`src/rtl/i2c_slave_core.sv`:
```
`timescale 1ns/1ps
// i2c_slave_core: 7-bit-address I2C slave front end with a byte-wide
// register file. The master writes a register pointer and then data bytes,
// or reads bytes back from the current pointer.
// Optional feature: define I2C_SLAVE_AUTO_INC_EN to advance the pointer after
// every transferred byte; otherwise the pointer stays fixed for a transaction.
module i2c_slave_core #(
  parameter logic [6:0]  SLAVE_ADDR = 7'h50,
  parameter int unsigned NUM_REGS   = 16,
  localparam int unsigned PTR_W     = (NUM_REGS > 1) ? $clog2(NUM_REGS) : 1
) (
  input  logic             clk,
  input  logic             rst_n,
  input  logic             scl,
  input  logic             sda_i,
  output logic             sda_oe,
  output logic             busy,
  output logic             wr_stb,
  output logic [PTR_W-1:0] wr_addr,
  output logic [7:0]       wr_data
);

  typedef enum logic [2:0] {
    IDLE, ADDR, ADDR_ACK, PTR, WR_DATA, WR_ACK, RD_DATA, RD_ACK
  } state_t;

  // Next pointer value after a transferred byte; wraps at the top register.
  function automatic logic [PTR_W-1:0] ptr_adv(input logic [PTR_W-1:0] p);
`ifdef I2C_SLAVE_AUTO_INC_EN
    return (p == PTR_W'(NUM_REGS - 1)) ? '0 : p + 1'b1;
`else
    return p;
`endif
  endfunction

  // Bus sampling
  logic [1:0] scl_sync, sda_sync;
  logic       scl_q, sda_q;
  logic       scl_s, sda_s;
  logic       scl_rise, scl_fall, start_det, stop_det;

  // Protocol state
  state_t           state, state_n;
  logic [2:0]       bit_cnt, bit_cnt_n;
  logic [7:0]       shift, shift_n;
  logic [PTR_W-1:0] ptr, ptr_n;
  logic             rw, rw_n;
  logic             ack_on, ack_on_n;
  logic             sda_oe_n, busy_n;
  logic             wr_en;
  logic [PTR_W-1:0] wr_addr_n;
  logic [7:0]       wr_data_n;
  logic [7:0]       rx_byte, rd_byte;
  logic [7:0]       regs [NUM_REGS];

  assign scl_s = scl_sync[1];
  assign sda_s = sda_sync[1];

  // Edges are taken from the synchronized copies; START/STOP additionally
  // require SCL to have been high on both sides of the SDA transition.
  assign scl_rise  =  scl_s & ~scl_q;
  assign scl_fall  = ~scl_s &  scl_q;
  assign start_det =  scl_s &  scl_q &  sda_q & ~sda_s;
  assign stop_det  =  scl_s &  scl_q & ~sda_q &  sda_s;

  assign rx_byte = {shift[6:0], sda_s};
  assign rd_byte = regs[ptr];

  // Two-flop synchronizers plus one delay stage for edge detection; an idle
  // bus reads high, so everything resets to 1.
  always_ff @(posedge clk or negedge rst_n) begin
    if (!rst_n) begin
      scl_sync <= 2'b11;
      sda_sync <= 2'b11;
      scl_q    <= 1'b1;
      sda_q    <= 1'b1;
    end else begin
      // NOTE: non-blocking assignments let every flop sample the pre-edge
      // value, which is what makes this a real shift chain.
      scl_sync <= {scl_sync[0], scl};
      sda_sync <= {sda_sync[0], sda_i};
      scl_q    <= scl_s;
      sda_q    <= sda_s;
    end
  end

  // State and datapath registers.
  always_ff @(posedge clk or negedge rst_n) begin
    if (!rst_n) begin
      state   <= IDLE;
      bit_cnt <= '0;
      shift   <= '0;
      ptr     <= '0;
      rw      <= 1'b0;
      ack_on  <= 1'b0;
      sda_oe  <= 1'b0;
      busy    <= 1'b0;
      wr_stb  <= 1'b0;
      wr_addr <= '0;
      wr_data <= '0;
    end else begin
      state   <= state_n;
      bit_cnt <= bit_cnt_n;
      shift   <= shift_n;
      ptr     <= ptr_n;
      rw      <= rw_n;
      ack_on  <= ack_on_n;
      sda_oe  <= sda_oe_n;
      busy    <= busy_n;
      wr_stb  <= wr_en;
      wr_addr <= wr_addr_n;
      wr_data <= wr_data_n;
    end
  end

  // Register file; contents survive STOP and only rst_n clears them.
  always_ff @(posedge clk or negedge rst_n) begin
    if (!rst_n) begin
      // NOTE: this array is reset on purpose (registers must read 0 after
      // reset), which keeps it in flops rather than a RAM macro.
      for (int i = 0; i < NUM_REGS; i++) regs[i] <= 8'h00;
    end else if (wr_en) begin
      regs[wr_addr_n] <= wr_data_n;
    end
  end

  // Next-state and output logic. Received bits are taken on SCL rising,
  // SDA is only ever changed on SCL falling.
  always_comb begin
    // NOTE: every variable gets its hold value first so no path infers a latch.
    state_n   = state;
    bit_cnt_n = bit_cnt;
    shift_n   = shift;
    ptr_n     = ptr;
    rw_n      = rw;
    ack_on_n  = ack_on;
    sda_oe_n  = sda_oe;
    busy_n    = busy;
    wr_en     = 1'b0;
    wr_addr_n = wr_addr;
    wr_data_n = wr_data;

    if (stop_det) begin
      state_n  = IDLE;
      sda_oe_n = 1'b0;
      busy_n   = 1'b0;
      ack_on_n = 1'b0;
    end else if (start_det) begin
      state_n   = ADDR;
      bit_cnt_n = '0;
      sda_oe_n  = 1'b0;
      busy_n    = 1'b0;
      ack_on_n  = 1'b0;
    end else begin
      unique case (state)
        IDLE: ;

        ADDR: if (scl_rise) begin
          shift_n   = rx_byte;
          bit_cnt_n = bit_cnt + 3'd1;
          if (bit_cnt == 3'd7) begin
            if (rx_byte[7:1] == SLAVE_ADDR) begin
              state_n  = ADDR_ACK;
              busy_n   = 1'b1;
              rw_n     = rx_byte[0];
              ack_on_n = 1'b0;
            end else begin
              state_n = IDLE;
            end
          end
        end

        // First falling edge pulls SDA for the ACK, second one ends it.
        ADDR_ACK, WR_ACK: if (scl_fall) begin
          if (!ack_on) begin
            sda_oe_n = 1'b1;
            ack_on_n = 1'b1;
          end else begin
            ack_on_n = 1'b0;
            if (state == WR_ACK) begin
              sda_oe_n = 1'b0;
              state_n  = WR_DATA;
            end else if (!rw) begin
              sda_oe_n = 1'b0;
              state_n  = PTR;
            end else begin
              sda_oe_n = ~rd_byte[7];
              shift_n  = {rd_byte[6:0], 1'b0};
              state_n  = RD_DATA;
            end
          end
        end

        PTR: if (scl_rise) begin
          shift_n   = rx_byte;
          bit_cnt_n = bit_cnt + 3'd1;
          if (bit_cnt == 3'd7) begin
            ptr_n    = PTR_W'(32'(rx_byte) % NUM_REGS);
            ack_on_n = 1'b0;
            state_n  = WR_ACK;
          end
        end

        WR_DATA: if (scl_rise) begin
          shift_n   = rx_byte;
          bit_cnt_n = bit_cnt + 3'd1;
          if (bit_cnt == 3'd7) begin
            wr_en     = 1'b1;
            wr_addr_n = ptr;
            wr_data_n = rx_byte;
            ptr_n     = ptr_adv(ptr);
            ack_on_n  = 1'b0;
            state_n   = WR_ACK;
          end
        end

        RD_DATA: begin
          if (scl_fall) begin
            sda_oe_n = ~shift[7];
            shift_n  = {shift[6:0], 1'b0};
          end else if (scl_rise) begin
            bit_cnt_n = bit_cnt + 3'd1;
            if (bit_cnt == 3'd7) begin
              ack_on_n = 1'b0;
              state_n  = RD_ACK;
            end
          end
        end

        // ack_on here means "master ACKed, next byte loaded, drive its MSB".
        RD_ACK: begin
          if (scl_fall) begin
            if (!ack_on) begin
              sda_oe_n = 1'b0;
            end else begin
              sda_oe_n = ~shift[7];
              shift_n  = {shift[6:0], 1'b0};
              ack_on_n = 1'b0;
              state_n  = RD_DATA;
            end
          end else if (scl_rise) begin
            if (!sda_s) begin
              ptr_n    = ptr_adv(ptr);
              shift_n  = regs[ptr_adv(ptr)];
              ack_on_n = 1'b1;
            end else begin
              sda_oe_n = 1'b0;
              state_n  = IDLE;
            end
          end
        end

        default: state_n = IDLE;
      endcase
    end
  end

endmodule

```
`config.mk`:
```
export PLATFORM = sky130hd
export DESIGN_NAME = i2c_slave_core
export DESIGN_NICKNAME = d
export VERILOG_FILES = /design/src/rtl/i2c_slave_core.sv
export SDC_FILE = /design/constraint.sdc
export NUM_CORES = 1
export LEC_CHECK = 0
export ABC_AREA = 1
export BUFFER_PORTS_ARGS = -buffer_cell sky130_fd_sc_hd__buf_2
export CORE_MARGIN = 2
export CORE_UTILIZATION = 60
export CTS_BUF_LIST = sky130_fd_sc_hd__clkbuf_4 sky130_fd_sc_hd__clkbuf_8
export CTS_CLUSTER_DIAMETER = 100
export DETAILED_ROUTE_END_ITERATION = 8
export PLACE_DENSITY_LB_ADDON = 0.05
export SYNTH_ARGS = -nofsm -noshare
export SYNTH_HDL_FRONTEND = slang
export SYNTH_SLANG_ARGS = --single-unit
```
`constraint.sdc`:
```
create_clock -name clk -period 2.4 [get_ports clk]
set_input_delay 0.24 -clock clk [delete_from_list [all_inputs] [get_ports clk]]
set_output_delay 0.24 -clock clk [all_outputs]
set_load 0.02 [all_outputs]
```
==> results.tsv, run 1 <==
metric	value	unit
diodes	0	
cts_buffer_depth	2	
drive_above_1_share	0.1251	
fillers	1290	
drv_cap	0	
final_nets	1236	
htree_levels	4	
timing.fmax	0.4318	GHz
root_buffer	clkbuf_8	
finalHoldViolations	0	
core_area	14370	µm²
synth_top_area_frac	0.4676	
setup_violations	0	
critPathKind	reg2reg	
ys_types	33	
dieArea	15520	µm²
grt_pass1_vias	6989	
yosys_register_bits	169	
cts_tree	built	
r2r_end	regs[37]	
port_buffers	18	
clock_skew	0.01268	ns
dr.first_iter.drc_count	773	
arrival	2.68	ns
outcome	finished, final reports clean	
synth_top_area_cell	dfrtp_1	
pin_count	19	
fin_crit	2.316	ns
reg2regPathDepth	11	
worst_slack	0.08389	ns
synth_edf_count	0	
relSlewSlack	0.6789	
dieHeight	124.6	µm
numCtsBuffers	17	
via_per_inst	5.446	
worstPathRequired	2.76	ns
postSynthAreaPerCell	7.282	µm²
syn_to_final_growth	11.22	%
reg2reg_from	scl_sync[1]	
clk_pin_slew	0.10	ns
dr_total_vias	7749	
synthesis.instances	1198	
routed_wl	23580	µm
slew_viol_final	0	
track_usage	0.3071	
finalHoldWorstSlack	0.2601	ns
ys_warn_count	0	
syn-num-nets	1208	
hold_path.class	in2async	
dp_slack	0.03561	ns
synth_flop_cell	dfrtp_1	
grt_start_max_net_pins	67	
final_common_cell	nand2_1	
critPathLaunchType	flop	
wire_per_inst	16.57	µm
ant_nets	0	
power_leakage	5.088	nW
start_util	0.6071	
layout_common_cells	nand2_1 (572), dfrtp_1 (162), nand3_1 (105), inv_1 (97), o21ai_1 (64)	
drt_pass1_iterations	6	
clk_latency	0.47	ns
synthArstFlopShare	1.000	
synth.area.top_cells	dfrtp_1 (47%), nand2_1 (25%), nand3_1 (6.1%), inv_1 (4.2%), o21ai_1 (3.7%)	
r2r_slack	0.08	ns
route.detailed.drc	0	
ir_drop	0.5753	mV
rsz0062_at_grt	yes	
gp_congestion	0.9204	
rows	44	
grt_pass1_wl	37190	µm
synthesis.area	8723	µm²
antenna_found_initial	0	
crit_path_end_kind	flop	
yosysSeqAreaShare	0.4857	
place_hpwl	15730	µm
die_w	124.6	µm
worst_slew_pin_slew	0.4817	ns
grt_overflow	0	
cts_sinks	169	
powerDensity	591.4	nW/µm²
period_share	0.9650	
crit_path_max_fanout	8	
## power by group
group / switching (mW) / leakage (nW) / internal [mW]
registers: 0.0827 / 2.33 / 2.93
logic: 0.330 / 2.54 / 0.162
clock network: 1.12 / 0.216 / 1.11
total: 1.53 / 5.09 / 4.21
## sequential cells by signal, summed over array words and instances, names as in the netlist, 2 cells and up
| name | flops |
|---|---|
| bit_cnt | 3 |
| state | 3 |
| scl_sync | 2 |
| regs | 128 |
| shift | 8 |
| ptr | 4 |
| wr_data | 8 |
| wr_addr | 4 |
| sda_sync | 2 |
## through the flow
| step | area [µm²] | std cells | utilization | setup TNS [ns] | power (mW) |
|---|---|---|---|---|---|
| 5_1_grt | 9702 | 1423 | 0.6752 | -0.06510 | 5.937 |
| 3_3_place_gp | 9128 | 1385 | 0.6352 | 0 | 3.539 |
| 3_5_place_dp | 9128 | 1385 | 0.6352 | 0 | 3.550 |
| 4_1_cts | 9588 | 1420 | 0.6673 | 0 | 5.748 |
| 6_report | 9702 | 1423 | 0.6752 | 0 | 5.738 |
| 2_1_floorplan | 8723 | 1198 | - | 0 | 3.361 |
## Yosys cell counts, types with 3 or more instances
library cell    n
a21oi_1        11
clkbuf_1       22
inv_1          98
o21a_1          3
o21ai_2         3
ha_1            6
clkinv_1        5
o21ai_1        64
dfstp_2         6
buf_2          13
nor2_1         26
nand2_1       575
nand3_2         3
nand3_1       106
buf_1           5
nand2_2        18
dfrtp_1       163
inv_2          12
nor2_4          7
nor2_2          8
o21ai_0        22
o21ai_4         4
## worst max-delay path, stage by stage, from the launching register on
cell and delay, ns:
dfstp_2 0.56, ha_1 0.22, nand2_2 0.11, nor2_4 0.19, nand2_4 0.12, buf_4 0.16, o21ai_4 0.17, nand2_1 0.11
nor2_1 0.23, nand2_2 0.19, nand2_1 0.11, nand2_1 0.05
## how the worst max path moves through the flow
stage | endpoint | cells past startpoint | from | slack, ns
2_1_floorplan | regs[64] | 13 | scl_sync[1] | 0.25
3_3_place_gp | regs[94] | 10 | scl_sync[1] | 0.12
3_5_place_dp | regs[47] | 12 | scl_sync[1] | 0.04
4_1_cts | regs[47] | 12 | scl_sync[1] | 0.02
5_1_grt | regs[127] | 12 | scl_sync[1] | -0.02
6_report | regs[37] | 11 | scl_sync[1] | 0.08
## cells by family after synthesis
family	share of synthesized area
compound gates	0.07344
buf+inv	0.07114
simple gates	0.3612
fa+ha+maj	0.008606
flops	0.4857
## cell type report
type | count | area, µm² | share of cell area
Multi-Input combinational cell | 873 | 3963 | 0.4084
Clock buffer | 20 | 269.0 | 0.02773
Inverter | 115 | 434.2 | 0.04475
Timing Repair Buffer | 50 | 406.6 | 0.04191
Sequential cell | 169 | 4238 | 0.4368
Tap cell | 184 | 230.2 | 0.02373
Clock inverter | 12 | 161.4 | 0.01664
## metal layers
layer	track usage	vias up	wire length (µm)
met1	0.4257	3635	10450
met5	0	-	0
met2	0.4789	283	10870
li1	-	3774	-
met4	0.1196	0	796
met3	0.06314	57	1470
## repair_timing
item	in CTS	in global routing
resized for setup	0	21
endpoints found under the hold margin	45	0
setup endpoints to repair	0	128
setup buffers	0	2
hold buffers	3	0
(Power assumes the default switching activity.)
==> run 2: changes to the inputs <==
--- a/config.mk
+++ b/config.mk
@@ -13,6 +13,7 @@
 export CTS_CLUSTER_DIAMETER = 100
 export DETAILED_ROUTE_END_ITERATION = 8
 export PLACE_DENSITY_LB_ADDON = 0.05
+export REMOVE_ABC_BUFFERS = 1
 export SYNTH_ARGS = -nofsm -noshare
 export SYNTH_HDL_FRONTEND = slang
 export SYNTH_SLANG_ARGS = --single-unit
==> results.tsv, run 2 (synthesis results as in run 1) <==
metric	value	unit
multiInputGateArea	3941	µm²
outcome	finished, final reports clean	
finalHoldViolations	0	
ant_nets	0	
power_leakage	5.079	nW
grt_pass1_wl	37280	µm
cts_buffer_depth	2	
critPathLaunchType	flop	
worstPathRequired	2.77	ns
ir_drop	0.4599	mV
route.detailed.drc	0	
via_per_inst	5.321	
numPlacedInstances	1390	
antenna_found_initial	0	
place_hpwl	15490	µm
powerDensity	593.4	nW/µm²
drt_pass1_iterations	8	
slew_viol_final	0	
clk_pin_slew	0.09	ns
dr.first_iter.drc_count	662	
drive_above_1_share	0.1301	
start_util	0.6071	
setup_violations	0	
hold_path.class	in2async	
dieArea	15520	µm²
worst_slew_pin_slew	0.5838	ns
max_stage_delay	0.57	ns
dieHeight	124.6	µm
routed_wl	23050	µm
worst-path-buf-inv	0	
cts_sinks	169	
dr_total_vias	7604	
pin_count	19	
regMostFlops	regs	
largest_reg_flops	128	
core_area	14370	µm²
top_regs	regs: 128 flops, shift: 8 flops, wr_data: 8 flops	
wire_per_inst	16.13	µm
design_area	9729	µm²
fillers	1278	
drv_cap	0	
power	5.774	mW
clk_latency	0.48	ns
arrival	2.69	ns
rows	44	
crit_path_max_fanout	8	
final_common_cell	nand2_1	
period_share	0.9689	
grt_pass1_vias	6988	
cp_cell_sequence	ha_1 -> nand2_1 -> nor2_4 -> nand2_4 -> o21ai_2 -> nand2_1 -> nor2_1 -> nand2_2 -> nand2_1 -> nand2_1	
crit_slowest_cell	dfstp_2	
track_usage	0.3068	
grt_start_max_net_pins	61	
critPathKind	reg2reg	
placedInstanceArea	9153	µm²
fin_crit	2.325	ns
path_delay_family	simple AND/OR/NAND/NOR gates	
grt_overflow	0	
layout_common_cells	nand2_1 (573), dfrtp_1 (162), nand3_1 (106), inv_1 (97), o21ai_1 (64)	
numCtsBuffers	17	
port_buffers	18	
gp_congestion	0.9153	
final.setup.tns	0	ns
final_cells	1429	
relSlewSlack	0.6108	
htree_levels	4	
syn_to_final_growth	11.53	%
rsz0062_at_grt	yes	
diodes	0	
regArea	4238	µm²
cp_common_cell	nand2_1	
root_buffer	clkbuf_8	
crit_path_end_kind	flop	
final_nets	1242	
cts_tree	built	
clock_skew	0.01567	ns
die_w	124.6	µm
timing.fmax	0.4300	GHz
==> run 2: cell count changes in the layout (fill, tap and decap cells not counted), sizes merged <==
| cell | change |
|---|---|
| clkbuf | -1 |
| inv | -2 |
| buf | +5 |
| clkinvlp | +3 |
| bufinv | +1 |
==> run 2: layer usage <==
metal	vias to the layer above	wire (µm)	part of all wire	track usage
li1	3788	-	-	-
met2	236	10550	0.46	0.4690
met5	-	0	0	0
met3	36	1515	0.066	0.05455
met4	0	498	0.022	0.09782
met1	3544	10490	0.45	0.4490
==> run 2: worst register-to-register path, stage by stage, from the launching register on <==
cell,delay [ns]
dfstp_2,0.57
ha_1,0.19
nand2_1,0.13
nor2_4,0.22
nand2_4,0.18
o21ai_2,0.23
nand2_1,0.13
nor2_1,0.23
nand2_2,0.19
nand2_1,0.11
nand2_1,0.05
==> run 2: layout make-up <==
class                      instances  area share
sequential                       169      0.4356
tap                              184     0.02366
timing repair inverter             1   0.0005144
inverter                         115     0.04514
multi-input combinational        873      0.4051
timing repair buffer              55     0.04437
clock inverter                    13     0.01942
clock buffer                      19     0.02623
==> run 2: power breakdown <==
part / total (mW) / internal (mW) / leakage (nW) / switching, mW
Clock: 2.27 / 1.18 / 0.220 / 1.09
Combinational: 0.494 / 0.165 / 2.52 / 0.329
Sequential: 3.01 / 2.93 / 2.33 / 0.0767
==> run 2: stage by stage <==
step / setup slack [ns] / hold slack (ns) / utilization
after floorplan: -0.9583 / -0.05559 / -
after global placement: 0.04644 / 0.2642 / 0.6370
after detailed placement: -0.01441 / 0.2643 / 0.6370
after CTS: 0.01550 / 0.3266 / 0.6737
after global routing: -0.1094 / 0.3579 / 0.6771
final: 0.07467 / 0.3167 / 0.6771
==> run 2: timing repair <==
item	in CTS	in global routing
endpoints found under the setup margin	7	118
gates cloned	1	1
pin swaps	2	1
hold buffers	3	0
hold endpoints to repair	52	0
resized for setup	6	12
setup buffers	2	0
==> run 2: path summary, 6_finish.rpt <==
| path | startpoint | endpoint | slack [ns] | depth (start not counted) |
|---|---|---|---|---|
| max in group asynchronous | rst_n | ptr[2] | 1.40 | 3 |
| hold / removal | rst_n | regs[101] | 0.32 | 2 |
| min in group clk | sda_sync[0] | sda_sync[1] | 0.36 | 0 |
| hold reg to reg | sda_sync[0] | sda_sync[1] | 0.36 | 0 |
| setup / recovery | scl_sync[1] | regs[56] | 0.07 | 10 |
| setup reg to reg | scl_sync[1] | regs[56] | 0.07 | 10 |
==> run 3: changes to the inputs <==
--- a/config.mk
+++ b/config.mk
@@ -12,7 +12,7 @@
 export CTS_BUF_LIST = sky130_fd_sc_hd__clkbuf_4 sky130_fd_sc_hd__clkbuf_8
 export CTS_CLUSTER_DIAMETER = 100
 export DETAILED_ROUTE_END_ITERATION = 8
-export PLACE_DENSITY_LB_ADDON = 0.05
+export PLACE_DENSITY = 0.77
 export REMOVE_ABC_BUFFERS = 1
 export SYNTH_ARGS = -nofsm -noshare
 export SYNTH_HDL_FRONTEND = slang
==> results.tsv, run 3 (synthesis results as in run 1) <==
metric	value	unit
seqPwrFrac	0.534	
arrival	2.65	ns
clk_latency	0.48	ns
timing.fmax	0.4371	GHz
clock_skew	0.01144	ns
power_frac_comb	0.087	
r2r_slack	0.11	ns
root_buffer	clkbuf_8	
rsz0062_at_grt	yes	
fillers	1228	
cts_tree	built	
syn_to_final_growth	11.03	%
cts_sinks	169	
crit_slowest_cell	dfstp_2	
swShare	0.2735	
antenna_found_initial	0	
clk_pin_slew	0.09	ns
crit_path_max_fanout	16	
slew_viol_final	0	
core_area	14370	µm²
largest_reg_flops	128	
finish.utilization	0.6741	
gp_congestion	0.8929	
drive_above_1_share	0.1266	
finalHoldViolations	0	
period_share	0.9531	
max_stage_delay	0.40	ns
cp_cell_sequence	ha_1 -> nand2_1 -> nor2_1 -> nor2_2 -> nand2_4 -> nand2_1 -> o21ai_4 -> buf_4 -> nor2_8 -> nand2_4 -> nand2_1 -> o21ai_1	
diodes	0	
cts_buffer_depth	2	
met3_usage	0.06787	
dieHeight	124.6	µm
start_util	0.6071	
relSlewSlack	0.6035	
worst_slew_pin_slew	0.5947	ns
ant_nets	0	
grt.busiest_layer	met2	
final.setup.tns	0	ns
drv_cap	0	
rows	44	
htree_levels	4	
place_hpwl	15540	µm
power_switching	1.546	mW
fin_crit	2.288	ns
use_met2	0.4526	
outcome	finished, final reports clean	
pin_count	19	
dr_total_vias	7694	
grt_pass1_wl	37330	µm
finalHoldWorstSlack	0.3233	ns
powerDensity	583.4	nW/µm²
p_int	4.105	mW
final_common_cell	nand2_1	
hold_path.class	in2async	
final_nets	1237	
critPathLaunchType	flop	
critPathKind	reg2reg	
grt_start_max_net_pins	64	
grt_overflow	0	
grt_pass1_vias	7090	
p_clk_frac	0.380	
routed_wl	22730	µm
dieArea	15520	µm²
worstPathRequired	2.76	ns
numCtsBuffers	17	
via_per_inst	5.403	
dr.first_iter.drc_count	786	
met1_usage	0.4398	
top_regs	regs: 128 flops, shift: 8 flops, wr_data: 8 flops	
track_usage	0.3050	
cp_common_cell	nand2_1	
power_leakage	5.083	nW
setup_violations	0	
crit_path_end_kind	flop	
die_w	124.6	µm
port_buffers	18	
drt_pass1_iterations	5	
ir_drop	0.4974	mV
wire_per_inst	15.96	µm
route.detailed.drc	0	
regMostFlops	regs	
layout_common_cells	nand2_1 (572), dfrtp_1 (162), nand3_1 (106), inv_1 (97), o21ai_1 (64)	
## run 3: critical path, delay by kind of cell, from the launching register on
family,cells,cell delay (ns)
buf+inv,1,0.16
flops,1,0.40
compound gates,2,0.15
simple gates,8,1.21
fa+ha+maj,1,0.24
## run 3: power by group through the flow
| stage | logic [mW] | registers [mW] | clock network [mW] |
|---|---|---|---|
| after floorplan | 0.298 | 3.05 | 0 |
| after global placement | 0.469 | 3.07 | 0 |
| after detailed placement | 0.482 | 3.07 | 0 |
| after CTS | 0.487 | 3.01 | 2.17 |
| after global routing | 0.567 | 3.03 | 2.29 |
| final | 0.490 | 3.02 | 2.14 |
## run 3: final timing paths
check / startpoint / end / cells past startpoint
worst max register to register: scl_sync[1] / regs[15] / 12
worst max-delay path: scl_sync[1] / regs[15] / 12
max in group asynchronous: rst_n / sda_q / 3
min in group clk: scl_sync[0] / scl_sync[1] / 0
worst min register to register: scl_sync[0] / scl_sync[1] / 0
worst min-delay path: rst_n / regs[11] / 2
## run 3: per-stage QoR
stage / setup WS, ns / std cells / total power, mW / area, µm²
floorplan: -0.9583 / 1156 / 3.352 / 8534
detailed placement: 0.006495 / 1386 / 3.550 / 9097
finish: 0.1125 / 1424 / 5.650 / 9686
CTS: 0.02370 / 1422 / 5.673 / 9554
global placement: 0.07395 / 1386 / 3.536 / 9097
global route: -0.04866 / 1424 / 5.887 / 9686
## run 3: timing repair
| action | CTS | global route |
|---|---|---|
| setup endpoints to repair | 9 | 123 |
| setup buffers | 0 | 1 |
| hold endpoints to repair | 63 | 0 |
| gates resized for setup | 0 | 27 |
| hold buffers | 3 | 0 |
| gates cloned | 1 | 1 |
| pin swaps | 1 | 2 |
## run 3: final cells by class
cell class              count  area (µm²)  area share
flip-flops and latches    169        4238      0.4375
clock inverters            13       158.9     0.01641
multi-input cells         874        3988      0.4117
inverters                 115       440.4     0.04547
clock buffers              19       261.5     0.02700
well taps                 184       230.2     0.02377
repair buffers             50       369.1     0.03811
## run 3: routing by layer
layer / vias up / wire (µm)
li1: 3772 / -
met1: 3568 / 10030
met2: 306 / 10230
met5: - / 0
met3: 48 / 1836
met4: 0 / 636
